`config.mk`:
```
export PLATFORM = sky130hd
export DESIGN_NAME = ci_issuer
export DESIGN_NICKNAME = d
export VERILOG_FILES = /design/src/rtl/ci_issuer.sv
export SDC_FILE = /design/constraint.sdc
export NUM_CORES = 1
export LEC_CHECK = 0
export BUFFER_PORTS_ARGS = -buffer_cell sky130_fd_sc_hd__buf_4
export CAP_MARGIN = 20
export CORE_UTILIZATION = 52
export DETAILED_ROUTE_END_ITERATION = 7
export GPL_TIMING_DRIVEN = 0
export MAX_ROUTING_LAYER = met4
export PLACE_DENSITY = 0.85
export SLEW_MARGIN = 20
export SYNTH_ARGS = -nofsm -noshare
export SYNTH_HDL_FRONTEND = slang
export SYNTH_SLANG_ARGS = --single-unit
```
`constraint.sdc`:
```
create_clock -name clock -period 3.7 [get_ports clock]
set_input_delay 0.555 -clock clock [delete_from_list [all_inputs] [get_ports clock]]
set_output_delay 0.555 -clock clock [all_outputs]
set_load 0.02 [all_outputs]
```
`src/rtl/ci_issuer.sv`:
```
// -----------------------------------------------------------------------------
// ci_issuer
//
// Initiator side of the custom-instruction (CI) interface. Accepts one request
// at a time, fires a single-cycle start pulse at the responder, waits a bounded
// number of cycles for done, then holds the captured result (or a timeout
// indication) on a valid/ready response port until the consumer takes it.
//
// Parameters
//   TIMEOUT_CYCLES  WAIT cycles without done before aborting (1..255)
//
// Ports
//   clock, nReset                 clock / asynchronous active-low reset
//   reqValid, reqReady            request handshake
//   reqCiN, reqValueA, reqValueB  request payload
//   ciStart                       one-cycle start pulse to the responder
//   ciCiN, ciValueA, ciValueB     operands to the responder (0 when idle)
//   ciDone, ciResult              responder completion and result
//   respValid, respReady          response handshake
//   respResult, respTimeout       captured result and timeout flag
// -----------------------------------------------------------------------------
module ci_issuer #(
    parameter int unsigned TIMEOUT_CYCLES = 16
) (
    input  logic        clock,
    input  logic        nReset,
    input  logic        reqValid,
    output logic        reqReady,
    input  logic [7:0]  reqCiN,
    input  logic [31:0] reqValueA,
    input  logic [31:0] reqValueB,
    output logic        ciStart,
    output logic [7:0]  ciCiN,
    output logic [31:0] ciValueA,
    output logic [31:0] ciValueB,
    input  logic        ciDone,
    input  logic [31:0] ciResult,
    output logic        respValid,
    input  logic        respReady,
    output logic [31:0] respResult,
    output logic        respTimeout
);

    localparam logic [1:0] ST_IDLE  = 2'd0;
    localparam logic [1:0] ST_ISSUE = 2'd1;
    localparam logic [1:0] ST_WAIT  = 2'd2;
    localparam logic [1:0] ST_RESP  = 2'd3;

    localparam logic [7:0] TIMEOUT_LIMIT = 8'(TIMEOUT_CYCLES);

    logic [1:0]  state_reg,   state_next;
    logic [7:0]  count_reg,   count_next;
    logic [7:0]  cin_reg,     cin_next;
    logic [31:0] a_reg,       a_next;
    logic [31:0] b_reg,       b_next;
    logic [31:0] result_reg,  result_next;
    logic        timeout_reg, timeout_next;

    // Cleared by reset and set on the first clock edge afterwards, so that
    // reqReady stays low for as long as reset is held and rises only once the
    // block is actually clocking.
    logic        alive_reg;

    logic [7:0]  count_inc;
    logic        bus_active;
    logic        accept;

    assign count_inc  = count_reg + 8'd1;
    assign bus_active = (state_reg == ST_ISSUE) || (state_reg == ST_WAIT);
    assign accept     = reqValid && reqReady;

    // -------------------------------------------------------------------------
    // Next-state logic
    // -------------------------------------------------------------------------
    always_comb begin
        state_next   = state_reg;
        count_next   = count_reg;
        cin_next     = cin_reg;
        a_next       = a_reg;
        b_next       = b_reg;
        result_next  = result_reg;
        timeout_next = timeout_reg;

        case (state_reg)
            ST_IDLE: begin
                if (accept) begin
                    cin_next   = reqCiN;
                    a_next     = reqValueA;
                    b_next     = reqValueB;
                    state_next = ST_ISSUE;
                end
            end

            ST_ISSUE: begin
                // A combinational responder can answer in the start cycle.
                if (ciDone) begin
                    result_next  = ciResult;
                    timeout_next = 1'b0;
                    state_next   = ST_RESP;
                end else begin
                    count_next = 8'd0;
                    state_next = ST_WAIT;
                end
            end

            ST_WAIT: begin
                // done is checked first so that it wins over the final count.
                if (ciDone) begin
                    result_next  = ciResult;
                    timeout_next = 1'b0;
                    state_next   = ST_RESP;
                end else begin
                    count_next = count_inc;
                    if (count_inc == TIMEOUT_LIMIT) begin
                        result_next  = 32'd0;
                        timeout_next = 1'b1;
                        state_next   = ST_RESP;
                    end
                end
            end

            ST_RESP: begin
                if (respReady) begin
                    state_next = ST_IDLE;
                end
            end

            default: begin
                state_next = ST_IDLE;
            end
        endcase
    end

    // -------------------------------------------------------------------------
    // State registers
    // -------------------------------------------------------------------------
    always_ff @(posedge clock or negedge nReset) begin
        if (!nReset) begin
            state_reg   <= ST_IDLE;
            count_reg   <= 8'd0;
            cin_reg     <= 8'd0;
            a_reg       <= 32'd0;
            b_reg       <= 32'd0;
            result_reg  <= 32'd0;
            timeout_reg <= 1'b0;
            alive_reg   <= 1'b0;
        end else begin
            state_reg   <= state_next;
            count_reg   <= count_next;
            cin_reg     <= cin_next;
            a_reg       <= a_next;
            b_reg       <= b_next;
            result_reg  <= result_next;
            timeout_reg <= timeout_next;
            alive_reg   <= 1'b1;
        end
    end

    // -------------------------------------------------------------------------
    // Outputs
    // -------------------------------------------------------------------------
    assign reqReady    = alive_reg && (state_reg == ST_IDLE);
    assign ciStart     = (state_reg == ST_ISSUE);
    assign respValid   = (state_reg == ST_RESP);
    assign respResult  = result_reg;
    assign respTimeout = timeout_reg;

    // Operands are only shown while an operation is in flight; the bus is
    // forced to zero otherwise so responders never see stale values.
    assign ciCiN    = bus_active ? cin_reg : 8'd0;
    assign ciValueA = bus_active ? a_reg   : 32'd0;
    assign ciValueB = bus_active ? b_reg   : 32'd0;

endmodule

```
==> summary.md, run 1 <==
| Metric | Value |
|---|---|
| Clock transition at the registers of the reported paths | 60 ps |
| Syn avg cell area | 11.5 µm² |
| Compound-Gate Fraction of Synth Area | 6.00% |
| Synth Area in Simple Gates | 16.9% |
| Status | finished clean |
| Worst-Margin Slew | 588 ps |
| Pwr Density | 1030 nW/µm² |
| Critical Path AT | 2260 ps |
| Post-CTS Setup Bufs | 0 |
| Routed len/inst | 16.0 µm |
| Commonest cells post-synth | dfrtp_1, and2_1, mux2_2, nand2_1, a21oi_1 |
| Asr flop ratio synth | 100% |
| #FFs+latches synth | 116 |
| Syn Inst Count | 446 |
| Largest cells by area after synthesis | dfrtp_1, mux2_2, and2_1 |
| H-Tree Depth | 4 |
| Total number of vias | 4198 |
| Setup Total Neg Slack | 0 ps |
| Fin util | 80.0% |
| Adder-cell share of the synthesized area | 1.46% |
| Area of the mapped netlist | 5130 µm² |
| Clock Skew | 8.25 ps |
| Most common cell in the netlist | dfrtp_1 |
| Crit-path cells | inv_1, ha_1, buf_6, buf_6, clkbuf_1, and2_1, buf_4 |
| Syn_nets | 561 |
| Vias per cell | 5.10 |
| Xor/xnor share of the synthesized area | 0% |
| Main combinational cell family by area after synthesis | simple AND/OR/NAND/NOR gates |
| TritonCTS buffer count | 17 |
| Aggregate global-route resource usage | 27.1% |
| Die X | 101 µm |
| Max Cap Violations | 0 |
| RSZ-0062 raised after global routing | false |
| Period utilization | 76.1% |
| Die H | 101 µm |
| DP HPWL | 9600 µm |
| Crit path launch type | flip-flop |
| Setup-failing EPs final | 0 |
| Req. time, crit path | 3140 ps |
| YS warnings | 0 |
| Cell mode on critical path | buf_6 |
| Antenna cells | 0 |
| Filler cell count | 575 |
| Final period demand of the worst path | 2820 ps |
| Core ar. | 9420 µm² |
| Clk root buf | clkbuf_8 |
| Area leader, netlist | dfrtp_1 |
| Final slew viol count | 0 |
| Endpoints failing hold | 0 |
| Largest delay share family, worst path | buffers and inverters |
| Starting Density | 54.4% |
| Routability cong. | 0.820 |
| Max Clock Freq | 0.355 GHz |
| Multiplexer share of the synthesized area | 16.0% |
| Post-cts sizing count | 0 |
| Peak supply drop | 0.653 mV |
| Synth unique cells | 31 |
| Post-route ant nets | 0 |
| Post-synth EDFFs | 0 |
| Crit Path Category | flip-flop to primary output |
| Worst skew pair latency | 510 ps |
| I/O pin cnt | 217 |
| Rel. slew slack | 60.8% |
| First-pass GRT wire length | 20300 µm |
| Post-synth top area share | 56.6% |
| Critical path endpoint category | primary output |
| Sequential share of the synthesized area | 56.6% |
| Max Root-Sink Buffers | 2 |
| CP Buf/Inv Count | 5 |
| First-iteration detailed-routing DRC count | 137 |
| Nets@finish | 798 |
| Die area | 10300 µm² |
| Number of global-route vias before repair | 4377 |
| CP max-delay cell | dfrtp_1 |
| Predominant post-synthesis flop cell | dfrtp_1 |
| Worst min-delay path class | primary input to flip-flop |
| TritonCTS clock tree | yes |
| Stages on worst setup path | 7 |
| CTS sink count | 116 |
| Pin count of the biggest net entering global routing | 84 |
| Hold depth | 2 |
| Layout area overhead | 47.0% |
| Layout cells sized above 1 | 47.8% |
| TritonRoute pass-1 iters | 4 |
| Final wirelength | 13200 µm |
| Worst-path maximum fanout | 10 |
| FF-to-FF path depth | 6 |
| Overflow after GRT | 0 |
| Antenna violations before repair | 0 |
| DRC Markers | 0 |
| Port-buffer cells | 216 |
| CP max stage delay | 420 ps |
| Leakage power | 3.73 nW |
| Row count | 35 |
| Worst hold slack | 271 ps |
## placed cells by master (no fill, tap or decap), types with 13 or more instances in the layout
| master | synthesis | layout |
|---|---|---|
| buf_4 | 1 | 216 |
| dfrtp_1 | 116 | 116 |
| and2_1 | 73 | 73 |
| mux2_2 | 73 | 73 |
| nand2_1 | 71 | 71 |
| a21oi_1 | 36 | 36 |
| clkbuf_1 | 20 | 20 |
| clkbuf_16 | 0 | 16 |
| o21ai_0 | 13 | 13 |
## layout make-up
type / instances / area (µm²) / area share (%)
inverters: 3 / 11.3 / 0.149
multi-input cells: 301 / 2070 / 27.5
repair buffers: 218 / 1660 / 22.1
well taps: 129 / 161 / 2.14
flip-flops and latches: 116 / 2900 / 38.5
clock buffers: 22 / 483 / 6.41
clock inverters: 8 / 100 / 1.33
plain buffers: 26 / 139 / 1.84
## repair_timing
item | CTS | global route
hold endpoints to repair | 33 | 0
hold buffers | 1 | 0
setup endpoints to repair | 0 | 0
## cell families after synthesis
kind of cell / count (synthesis)
fa+ha+maj: 6
buf+inv: 29
other cells: 1
simple gates: 164
mux: 73
compound gates: 57
flops: 116
## path summary, 6_finish.rpt
check,slack [ps],endpoint,startpoint
min in group asynchronous,510,b_reg[23],nReset
hold reg to reg,490,respTimeout,respTimeout
hold / removal,270,a_reg[20],reqValueA[20]
setup / recovery,880,ciValueB[11],state_reg[0]
setup reg to reg,1400,b_reg[12],state_reg[0]
max in group asynchronous,2470,count_reg[5],nReset
## power breakdown
part	switching [mW]	internal, mW	total [mW]
clock	0.544	1.04	1.58
sequential	0.290	1.86	2.15
combinational	2.18	1.82	4.01
## stage by stage
step                      area, µm²  power [mW]  setup WS [ps]  instances
final                          7530        7.73            884        823
after global routing           7530        8.15            778        823
after CTS                      7530        7.79            875        823
after detailed placement       6940        6.17           1420        792
after global placement         6910        6.02           1470        791
after floorplan                5130        4.46           1720        446
## layer usage
| metal | track usage, % | part of all wire (%) | routed length, µm | vias to the layer above |
|---|---|---|---|---|
| met2 | 47.3 | 53 | 7040 | 172 |
| li1 | - | - | - | 1961 |
| met3 | 6.83 | 6.4 | 841 | 32 |
| met5 | - | 0 | 0 | - |
| met4 | 13.3 | 2.7 | 354 | 0 |
| met1 | 28.6 | 38 | 4950 | 2033 |
(Power assumes the default switching activity.)
==> run 2: changes to the inputs <==
--- a/config.mk
+++ b/config.mk
@@ -7,11 +7,11 @@
 export LEC_CHECK = 0
 export BUFFER_PORTS_ARGS = -buffer_cell sky130_fd_sc_hd__buf_4
 export CAP_MARGIN = 20
-export CORE_UTILIZATION = 52
+export CORE_UTILIZATION = 43
 export DETAILED_ROUTE_END_ITERATION = 7
 export GPL_TIMING_DRIVEN = 0
 export MAX_ROUTING_LAYER = met4
-export PLACE_DENSITY = 0.85
+export PLACE_DENSITY = 0.75
 export SLEW_MARGIN = 20
 export SYNTH_ARGS = -nofsm -noshare
 export SYNTH_HDL_FRONTEND = slang
==> constraint.sdc (replaced) <==
create_clock -name clock -period 2.35 [get_ports clock]
set_input_delay 0.3525 -clock clock [delete_from_list [all_inputs] [get_ports clock]]
set_output_delay 0.3525 -clock clock [all_outputs]
set_load 0.02 [all_outputs]
==> summary.md, run 2 (synthesis gave the netlist of run 1 again) <==
| Metric | Value |
|---|---|
| Number of global-route vias before repair | 4320 (was 4377) |
| Worst-Margin Slew | 600 ps (was 588 ps) |
| Layout cells sized above 1 | 48.9% (was 47.8%) |
| Clock transition at the registers of the reported paths | 50 ps (was 60 ps) |
| Final slew viol count | 0 (unchanged) |
| CP max stage delay | 400 ps (was 420 ps) |
| TritonRoute pass-1 iters | 7 (was 4) |
| Nets@finish | 800 (was 798) |
| Die H | 111 µm (was 101 µm) |
| CP max-delay cell | dfrtp_1 (unchanged) |
| Leakage power | 3.77 nW (was 3.73 nW) |
| Worst skew pair latency | 400 ps (was 510 ps) |
| Crit-path cells | inv_1, ha_1, buf_6, buf_6, clkbuf_4, and2_1, buf_4 (was inv_1, ha_1, buf_6, buf_6, clkbuf_1, and2_1, buf_4) |
| Setup-failing EPs final | 0 (unchanged) |
| Max Root-Sink Buffers | 2 (unchanged) |
| Total number of vias | 4106 (was 4198) |
| Critical Path AT | 1930 ps (was 2260 ps) |
| Antenna cells | 0 (unchanged) |
| Routed len/inst | 15.3 µm (was 16.0 µm) |
| Post-route ant nets | 0 (unchanged) |
| Peak supply drop | 1.05 mV (was 0.653 mV) |
| DP HPWL | 9480 µm (was 9600 µm) |
| Req. time, crit path | 2000 ps (was 3140 ps) |
| Final wirelength | 12800 µm (was 13200 µm) |
| Crit path launch type | flip-flop (unchanged) |
| TritonCTS buffer count | 17 (unchanged) |
| Core ar. | 11500 µm² (was 9420 µm²) |
| First-pass GRT wire length | 21100 µm (was 20300 µm) |
| Placement Setup Slack | -12.9 ps (was 1420 ps) |
| Most common cell after layout, fill and taps aside | buf_4 (unchanged) |
| Clk root buf | clkbuf_16 (was clkbuf_8) |
| H-Tree Depth | 4 (unchanged) |
| Crit Path Category | flip-flop to primary output (unchanged) |
| Period utilization | 97.3% |
| Port-buffer cells | 216 (unchanged) |
| Rel. slew slack | 60.0% (was 60.8%) |
| Layout area overhead | 47.8% (was 47.0%) |
| CTS sink count | 116 (unchanged) |
| Critical path endpoint category | primary output (unchanged) |
| I/O pin cnt | 217 (unchanged) |
| Worst min-delay path class | primary input to flip-flop (unchanged) |
| Final Instance Area | 7580 µm² (was 7530 µm²) |
| Routability cong. | 0.764 (was 0.820) |
| Max Cap Violations | 0 (unchanged) |
| Vias per cell | 4.89 (was 5.10) |
| Clock Skew | 5.18 ps (was 8.25 ps) |
| Endpoints failing hold | 0 (unchanged) |
| Die X | 111 µm (was 101 µm) |
| Status | finished, violations left (was finished clean) |
| Worst-path maximum fanout | 10 (unchanged) |
| Overflow after GRT | 0 (unchanged) |
| DP Area | 6960 µm² (was 6940 µm²) |
| Failing checks | DRC |
| Final period demand of the worst path | 2290 ps |
| Max Clock Freq | 0.438 GHz |
| Pin count of the biggest net entering global routing | 63 (was 84) |
| Die area | 12400 µm² (was 10300 µm²) |
| Worst setup margin | 64.6 ps (was 884 ps) |
| Antenna violations before repair | 0 (unchanged) |
| Starting Density | 44.5% (was 54.4%) |
| Row count | 39 (was 35) |
| Pwr Density | 1620 nW/µm² (was 1030 nW/µm²) |
| Aggregate global-route resource usage | 22.7% (was 27.1%) |
| First-iteration detailed-routing DRC count | 195 (was 137) |
| Most frequent cells in the layout | buf_4, dfrtp_1, and2_1, mux2_2, nand2_1 (unchanged) |
| Cell mode on critical path | buf_6 (unchanged) |
| Worst hold slack | 181 ps (was 271 ps) |
| Pwr Total | 12.3 mW (was 7.73 mW) |
| DRC Markers | 26 (was 0) |
| TritonCTS clock tree | yes (unchanged) |
-- run 2: critical path: cells and delay by family, from the launching register on --
family        cells  cell delay, ps
fa+ha+maj         1             260
buf+inv           5             720
flops             1             400
simple gates      1             150
-- run 2: final timing paths --
kind,start,endpoint,slack [ps],cells past startpoint
hold reg to reg,count_reg[7],count_reg[7],480,1
setup / recovery,state_reg[1],ciValueB[13],60,7
max in group asynchronous,nReset,a_reg[1],1200,3
min in group asynchronous,nReset,respResult[4],480,2
hold / removal,reqValueA[15],a_reg[15],180,2
setup reg to reg,state_reg[1],b_reg[0],90,6
-- run 2: power breakdown --
group,internal [mW],switching (mW),total [mW]
clock,1.67,0.866,2.54
sequential,2.92,0.448,3.37
combinational,2.93,3.41,6.34
total,7.53,4.72,12.3
-- run 2: cell type report --
type	count	area [µm²]
fillers	915	3940
plain buffers	26	151
inverters	3	11.3
multi-input cells	301	2070
flip-flops and latches	116	2900
clock buffers	20	447
well taps	143	179
clock inverters	11	135
repair buffers	220	1680
-- run 2: what timing repair did --
item,in CTS,in global routing
setup buffers,1,1
setup endpoints to repair,75,65
hold buffers,1,0
hold endpoints to repair,54,0
gates resized for setup,7,5
-- run 2: metrics by stage --
step | setup TNS, ps | util (%) | std cells
after floorplan | 0 | - | 446
after global placement | 0 | 60.1 | 805
after detailed placement | -68.6 | 60.4 | 806
after CTS | 0 | 65.7 | 839
after global routing | -286 | 65.8 | 840
final | 0 | 65.8 | 840
-- run 2: metal layers --
layer  global-route usage, %  vias up  part of all wire [%]
li1                        -     1972                     -
met1                    26.6     1968                    41
met2                    36.8      153                    51
met3                    7.05       13                   7.1
met4                    8.02        0                   1.1
met5                       -        -                     0
